<file path="config.mk">
export PLATFORM = sky130hd
export DESIGN_NAME = receive_word_flat
export DESIGN_NICKNAME = d
export VERILOG_FILES = /design/src/rtl/receive_word_if.sv /design/src/rtl/receive_word.sv /design/src/flat_wrapper.sv
export SDC_FILE = /design/constraint.sdc
export NUM_CORES = 1
export LEC_CHECK = 0
export CAP_MARGIN = 20
export CORE_MARGIN = 5
export CORE_UTILIZATION = 52
export CTS_CLUSTER_DIAMETER = 200
export DETAILED_ROUTE_END_ITERATION = 8
export GPL_TIMING_DRIVEN = 1
export PLACE_DENSITY_LB_ADDON = 0.05
export SYNTH_ARGS = -nofsm -noshare
export SYNTH_HDL_FRONTEND = slang
export SYNTH_SLANG_ARGS = --single-unit
</file>
<file path="constraint.sdc">
create_clock -name clock -period 2.2 [get_ports clock]
set_input_delay 0.33 -clock clock [delete_from_list [all_inputs] [get_ports clock]]
set_output_delay 0.33 -clock clock [all_outputs]
set_load 0.01 [all_outputs]
</file>
<file path="src/rtl/receive_word_if.sv">
// Pin bundle for receive_word: asynchronous serial inputs, consumer acknowledge, held word and status pulses.
// parityError is only present when RX_PARITY_EN is defined.
interface receive_word_if #(
  parameter int unsigned WIDTH = 8
);
  logic             serialClock;
  logic             serialData;
  logic             wordAck;
  logic             ready;
  logic [WIDTH-1:0] data;
  logic             frameError;
  logic             overrun;
`ifdef RX_PARITY_EN
  logic             parityError;
`endif

  modport master (
    output serialClock, serialData, wordAck,
    input  ready, data, frameError, overrun
`ifdef RX_PARITY_EN
    , parityError
`endif
  );

  modport slave (
    input  serialClock, serialData, wordAck,
    output ready, data, frameError, overrun
`ifdef RX_PARITY_EN
    , parityError
`endif
  );
endinterface

</file>
<file path="src/rtl/receive_word.sv">
// Framed serial word receiver: synchronizes strobe/data, shifts MSB-first words into a one-deep holding register.
// Optional even-parity bit per word when RX_PARITY_EN is defined.
module receive_word #(
  parameter int unsigned WIDTH       = 8,
  parameter int unsigned SYNC_STAGES = 2
) (
  input logic           clock,
  input logic           reset,
  receive_word_if.slave bus
);
  localparam int unsigned CW = $clog2(WIDTH + 1);

  typedef enum logic [1:0] {IDLE, SHIFT, PARITY} state_t;

  state_t                 state, state_d;
  logic [SYNC_STAGES-1:0] sclk_q, sdat_q, warm_q;
  logic                   frame, bit_s, frame_prev;
  logic [CW-1:0]          count, count_d;
  logic [WIDTH-1:0]       shreg, shreg_d, next_word, word_c;
  logic                   word_done_c, frame_err_c;
  logic [WIDTH-1:0]       data_q;
  logic                   ready_q, ferr_q, ovr_q;
`ifdef RX_PARITY_EN
  logic                   parity_err_c, perr_q;
`endif

  assign frame     = sclk_q[SYNC_STAGES-1];
  assign bit_s     = sdat_q[SYNC_STAGES-1];
  assign next_word = {shreg[WIDTH-2:0], bit_s};

  // Synchronizers; frame_prev is held high until the chain has flushed out its reset zeros,
  // so a strobe already high at reset release never looks like a rising edge.
  always_ff @(posedge clock or posedge reset) begin
    if (reset) begin
      sclk_q     <= '0;
      sdat_q     <= '0;
      warm_q     <= '0;
      frame_prev <= 1'b1;
    end else begin
      sclk_q     <= {sclk_q[SYNC_STAGES-2:0], bus.serialClock};
      sdat_q     <= {sdat_q[SYNC_STAGES-2:0], bus.serialData};
      warm_q     <= {warm_q[SYNC_STAGES-2:0], 1'b1};
      frame_prev <= warm_q[SYNC_STAGES-1] ? frame : 1'b1;
    end
  end

  always_ff @(posedge clock or posedge reset) begin
    if (reset) begin
      state <= IDLE;
      count <= '0;
      shreg <= '0;
    end else begin
      state <= state_d;
      count <= count_d;
      shreg <= shreg_d;
    end
  end

  always_comb begin
    state_d     = state;
    count_d     = count;
    shreg_d     = shreg;
    word_done_c = 1'b0;
    word_c      = '0;
    frame_err_c = 1'b0;
`ifdef RX_PARITY_EN
    parity_err_c = 1'b0;
`endif
    case (state)
      IDLE: begin
        if (frame && !frame_prev) begin
          shreg_d = WIDTH'(bit_s);
          count_d = CW'(1);
          state_d = SHIFT;
        end
      end
      SHIFT: begin
        if (frame) begin
          shreg_d = next_word;
          if (count == CW'(WIDTH - 1)) begin
`ifdef RX_PARITY_EN
            count_d = CW'(WIDTH);
            state_d = PARITY;
`else
            // Stay in SHIFT at count 0 so a following word needs no gap cycle.
            word_done_c = 1'b1;
            word_c      = next_word;
            count_d     = '0;
            shreg_d     = '0;
`endif
          end else begin
            count_d = count + CW'(1);
          end
        end else begin
          frame_err_c = (count != '0);
          count_d     = '0;
          shreg_d     = '0;
          state_d     = IDLE;
        end
      end
      PARITY: begin
`ifdef RX_PARITY_EN
        if (frame) begin
          if (^{shreg, bit_s}) begin
            parity_err_c = 1'b1;
          end else begin
            word_done_c = 1'b1;
            word_c      = shreg;
          end
          state_d = SHIFT;
        end else begin
          frame_err_c = 1'b1;
          state_d     = IDLE;
        end
`else
        state_d = IDLE;
`endif
        count_d = '0;
        shreg_d = '0;
      end
      default: begin
        state_d = IDLE;
        count_d = '0;
        shreg_d = '0;
      end
    endcase
  end

  // Holding register: a completed word is dropped only if the held one is still unacknowledged.
  always_ff @(posedge clock or posedge reset) begin
    if (reset) begin
      data_q  <= '0;
      ready_q <= 1'b0;
      ferr_q  <= 1'b0;
      ovr_q   <= 1'b0;
`ifdef RX_PARITY_EN
      perr_q  <= 1'b0;
`endif
    end else begin
      ferr_q <= frame_err_c;
      ovr_q  <= 1'b0;
`ifdef RX_PARITY_EN
      perr_q <= parity_err_c;
`endif
      if (word_done_c) begin
        if (ready_q && !bus.wordAck) begin
          ovr_q <= 1'b1;
        end else begin
          data_q  <= word_c;
          ready_q <= 1'b1;
        end
      end else if (bus.wordAck) begin
        ready_q <= 1'b0;
      end
    end
  end

  assign bus.ready      = ready_q;
  assign bus.data       = data_q;
  assign bus.frameError = ferr_q;
  assign bus.overrun    = ovr_q;
`ifdef RX_PARITY_EN
  assign bus.parityError = perr_q;
`endif
endmodule

</file>
<file path="src/flat_wrapper.sv">
// flat-port wrapper written by rule: the top's interface ports become plain ports
module receive_word_flat 
#(
  parameter int unsigned WIDTH       = 8,
  parameter int unsigned SYNC_STAGES = 2
)
  (clock, reset, bus_serialClock, bus_serialData, bus_wordAck, bus_ready, bus_data, bus_frameError, bus_overrun);
  receive_word_if #(.WIDTH(WIDTH)) bus_i ();
  input logic clock;
  input logic reset;
  input wire logic [$bits(bus_i.serialClock)-1:0] bus_serialClock;
  input wire logic [$bits(bus_i.serialData)-1:0] bus_serialData;
  input wire logic [$bits(bus_i.wordAck)-1:0] bus_wordAck;
  output wire logic [$bits(bus_i.ready)-1:0] bus_ready;
  output wire logic [$bits(bus_i.data)-1:0] bus_data;
  output wire logic [$bits(bus_i.frameError)-1:0] bus_frameError;
  output wire logic [$bits(bus_i.overrun)-1:0] bus_overrun;
  assign bus_i.serialClock = bus_serialClock;
  assign bus_i.serialData = bus_serialData;
  assign bus_i.wordAck = bus_wordAck;
  assign bus_ready = bus_i.ready;
  assign bus_data = bus_i.data;
  assign bus_frameError = bus_i.frameError;
  assign bus_overrun = bus_i.overrun;
  receive_word #(.WIDTH(WIDTH), .SYNC_STAGES(SYNC_STAGES)) u_core (.clock(clock), .reset(reset), .bus(bus_i));
endmodule
</file>
==> summary.md <==
| Metric | Value |
|---|---|
| Outcome | `finished, final reports clean` |
| Slowest cell delay on critical path | `0.45 ns` |
| Slew Viols, Final | `0` |
| Clock root cell | `clkbuf_4` |
| Slowest cell on the critical path | `nor2_1` |
| PD cells | `711.9 nW/um^2` |
| Netlist cell types | `28` |
| Slew HR | `0.6281` |
| Initial antenna violation count | `0` |
| Die X | `57.69 um` |
| Postcts setup bufs | `0` |
| Area after DPL | `around 1300 um^2` |
| Synthesis Warnings | `0` |
| Fmax | `615.5 MHz` |
| CTS Buffer Depth | `2` |
| Mean post-synth cell area | `14.78 um^2` |
| Routed len/inst | `14.37 um` |
| Startpoint Class | `flop` |
| Total Wirelength | `1854 um` |
| # nets final | `107` |
| H-tree levels | `2` |
| Fin crit share | `0.7385` |
| Final RePlAce weighted congestion | `around 0.72` |
| Post-DRT Antenna Nets | `0` |
| Worst Tran Pin Value | `about 0.56 ns` |
| First-pass GRT wire length | `3277 um` |
| Final core utilization | `0.6431` |
| Vias | `approximately 690` |
| Placed Cells | `between 100 and 150` |
| Setup violations, final | `0` |
| Synthesized area | `1182 um^2` |
| Worst setup margin | `0.5754 ns` |
| Post-synth top area share | `0.6138` |
| Cts hold-fix bufs | `0` |
| CP Cell Sequence | `ha_1 -> and3b_4 -> nor2_1 -> a221o_2` |
| Worst setup EP type | `flop` |
| Fin Hold WS | `0.3618 ns` |
| Synthesis-stage register bit count | `30` |
| Final Cell Area | `1409 um^2` |
| Ant diodes | `0` |
| Share of layout cells above drive strength 1 | `0.2376` |
| Number of global-route vias before repair | `720` |
| Final Hold Fails | `0` |
| Critical path class | `reg -> reg` |
| Pwr Total | `1.003 mW` |
| Leak pwr | `0.6479 nW` |
| Post-Syn Instances | `80` |
| TritonCTS clock tree | `done` |
| Core Rows | `17` |
| Max VDD drop | `607.9 uV` |
| Clk sinks | `30` |
| Largest net degree at the start of global routing | `31` |
| Hold Crit Class | `reg -> reg` |
| Highest-count cells in the layout ignoring fill and taps | `dfrtp_1 (29), clkdlybuf4s50_1 (15), mux2_4 (8), a22o_1 (6), clkbuf_4 (5)` |
| Max Cap Viol | `0` |
| Commonest non-fill, non-tap cell in the layout | `dfrtp_1` |
| Synthesis-to-finish area growth | `19.15%` |
| CORE AREA | `2191 um^2` |
| Total iterations of the first detailed-routing run | `4` |
| Setup WS pre-CTS | `0.4971 ns` |
| Initial core utilization | `0.5397` |
| Ports | `16` |
| Mapped Nets | `just under 90` |
| RSZ-0062 raised after global routing | `false` |
| TritonCTS Buffers | `5` |
| Sequential fraction of the synthesis area | `0.6360` |
| DRC violations left | `0` |
| Tmin final | `1.625 ns` |
| Synth area leader | `dfrtp_1` |
| Vias per cell | `5.326` |
| Post_cts resized | `0` |
| Worst-Skew Late Latency | `~0.31 ns` |
| Die area | `3328 um^2` |
| Number of port buffers | `15` |
| CP required | `2.46 ns` |
| Ranking of synthesized cells by area | `dfrtp_1 (61%), mux2_4 (10%), a22o_1 (4.4%), dfstp_2 (2.2%), ha_1 (2.1%)` |
| Worst clock skew | `0.003552 ns` |
| Final non-filler cell total | `129` |
| Die Height | `roughly 58 um` |
| CP arrival | `1.88 ns` |
| Worst-path fanout max | `8` |
| Grt total ovfl | `0` |
| Final HPWL DP | `1326 um` |
| DRT iter0 DRCs | `15` |
| Clock Pin Slew Worst Setup and Hold Paths | `0.09 ns` |
| Final setup TNS | `0 ns` |
| GRT Total Usage | `0.1318` |
layout make-up:
cell class | count | area [um^2]
Clock buffer | 6 | 51.30
Clock inverter | 2 | 12.51
Fill cell | 163 | 782.0
Inverter | 4 | 15.01
Multi-Input combinational cell | 43 | 385.4
Sequential cell | 30 | 752.0
Tap cell | 28 | 35.03
Timing Repair Buffer | 16 | 157.7
kinds of logic after synthesis:
group	count (synthesis)	share of synthesized area
simple gates	17	0.08784
fa+ha+maj	2	0.02116
other cells	1	0.003172
buf+inv	7	0.03809
flops	30	0.6360
mux	9	0.1101
xor+xnor	1	0.007409
compound gates	13	0.09631
flip-flops by register name, indices dropped and copies added (netlist names):
signal,count
u_core.bus.data,8
u_core.shreg,7
u_core.count,4
u_core.sclk_q,2
u_core.sdat_q,2
u_core.warm_q,2
u_core.bus.frameError,1
u_core.bus.overrun,1
u_core.bus.ready,1
u_core.frame_prev,1
u_core.state,1
power breakdown:
group,switching [mW],total [mW],internal (mW)
registers,0.0229,0.599,0.576
clock network,0.181,0.334,0.153
logic,0.0365,0.0697,0.0333
synthesized netlist by cell type, drive strengths merged:
| library cell | instances |
|---|---|
| dfstp | 1 |
| inv | 4 |
| nand2b | 2 |
| nand2 | 2 |
| and4 | 1 |
| a211oi | 1 |
| o2bb2ai | 2 |
| a21boi | 1 |
| dfrtp | 29 |
| and3b | 1 |
| nand3 | 3 |
| conb | 1 |
| nor4 | 1 |
| a221o | 1 |
| buf | 3 |
| xnor2 | 1 |
| and2 | 1 |
| mux2i | 1 |
| nor2 | 5 |
| mux2 | 8 |
| o31ai | 1 |
| a22o | 6 |
| a32o | 1 |
| ha | 2 |
| and2b | 1 |
metal layers:
| metal | GRT usage | wire [um] | vias up |
|---|---|---|---|
| li1 | - | - | 319 |
| met1 | 0.1580 | 834 | 348 |
| met2 | 0.2113 | 893 | 16 |
| met3 | 0.04900 | 97 | 4 |
| met4 | 0.05960 | 29 | 0 |
| met5 | 0 | 0 | - |
worst max-delay path, delay by kind of cell (launching register included):
| kind | cells | cell delay, ns |
|---|---|---|
| AO/OA/AOI/OAI | 1 | 0.25 |
| adder cells (fa/ha/maj) | 1 | 0.24 |
| flip-flops | 1 | 0.42 |
| AND/OR/NAND/NOR | 2 | 0.67 |
worst paths after layout:
path | startpoint | to | slack, ns | cells past startpoint
max | u_core.count[0]$_DFFE_PP0P_ | u_core.count[3]$_DFFE_PP0P_ | 0.58 | 4
min | u_core.warm_q[0]$_DFF_PP0_ | u_core.warm_q[1]$_DFF_PP0_ | 0.36 | 0
max reg2reg | u_core.count[0]$_DFFE_PP0P_ | u_core.count[3]$_DFFE_PP0P_ | 0.58 | 4
min reg2reg | u_core.warm_q[0]$_DFF_PP0_ | u_core.warm_q[1]$_DFF_PP0_ | 0.36 | 0
max in group asynchronous | reset | u_core.frame_prev$_DFF_PP1_ | 1.52 | 3
min in group asynchronous | reset | u_core.state[0]$_DFFE_PP0P_ | 0.38 | 3
(Power assumes the default switching activity.)
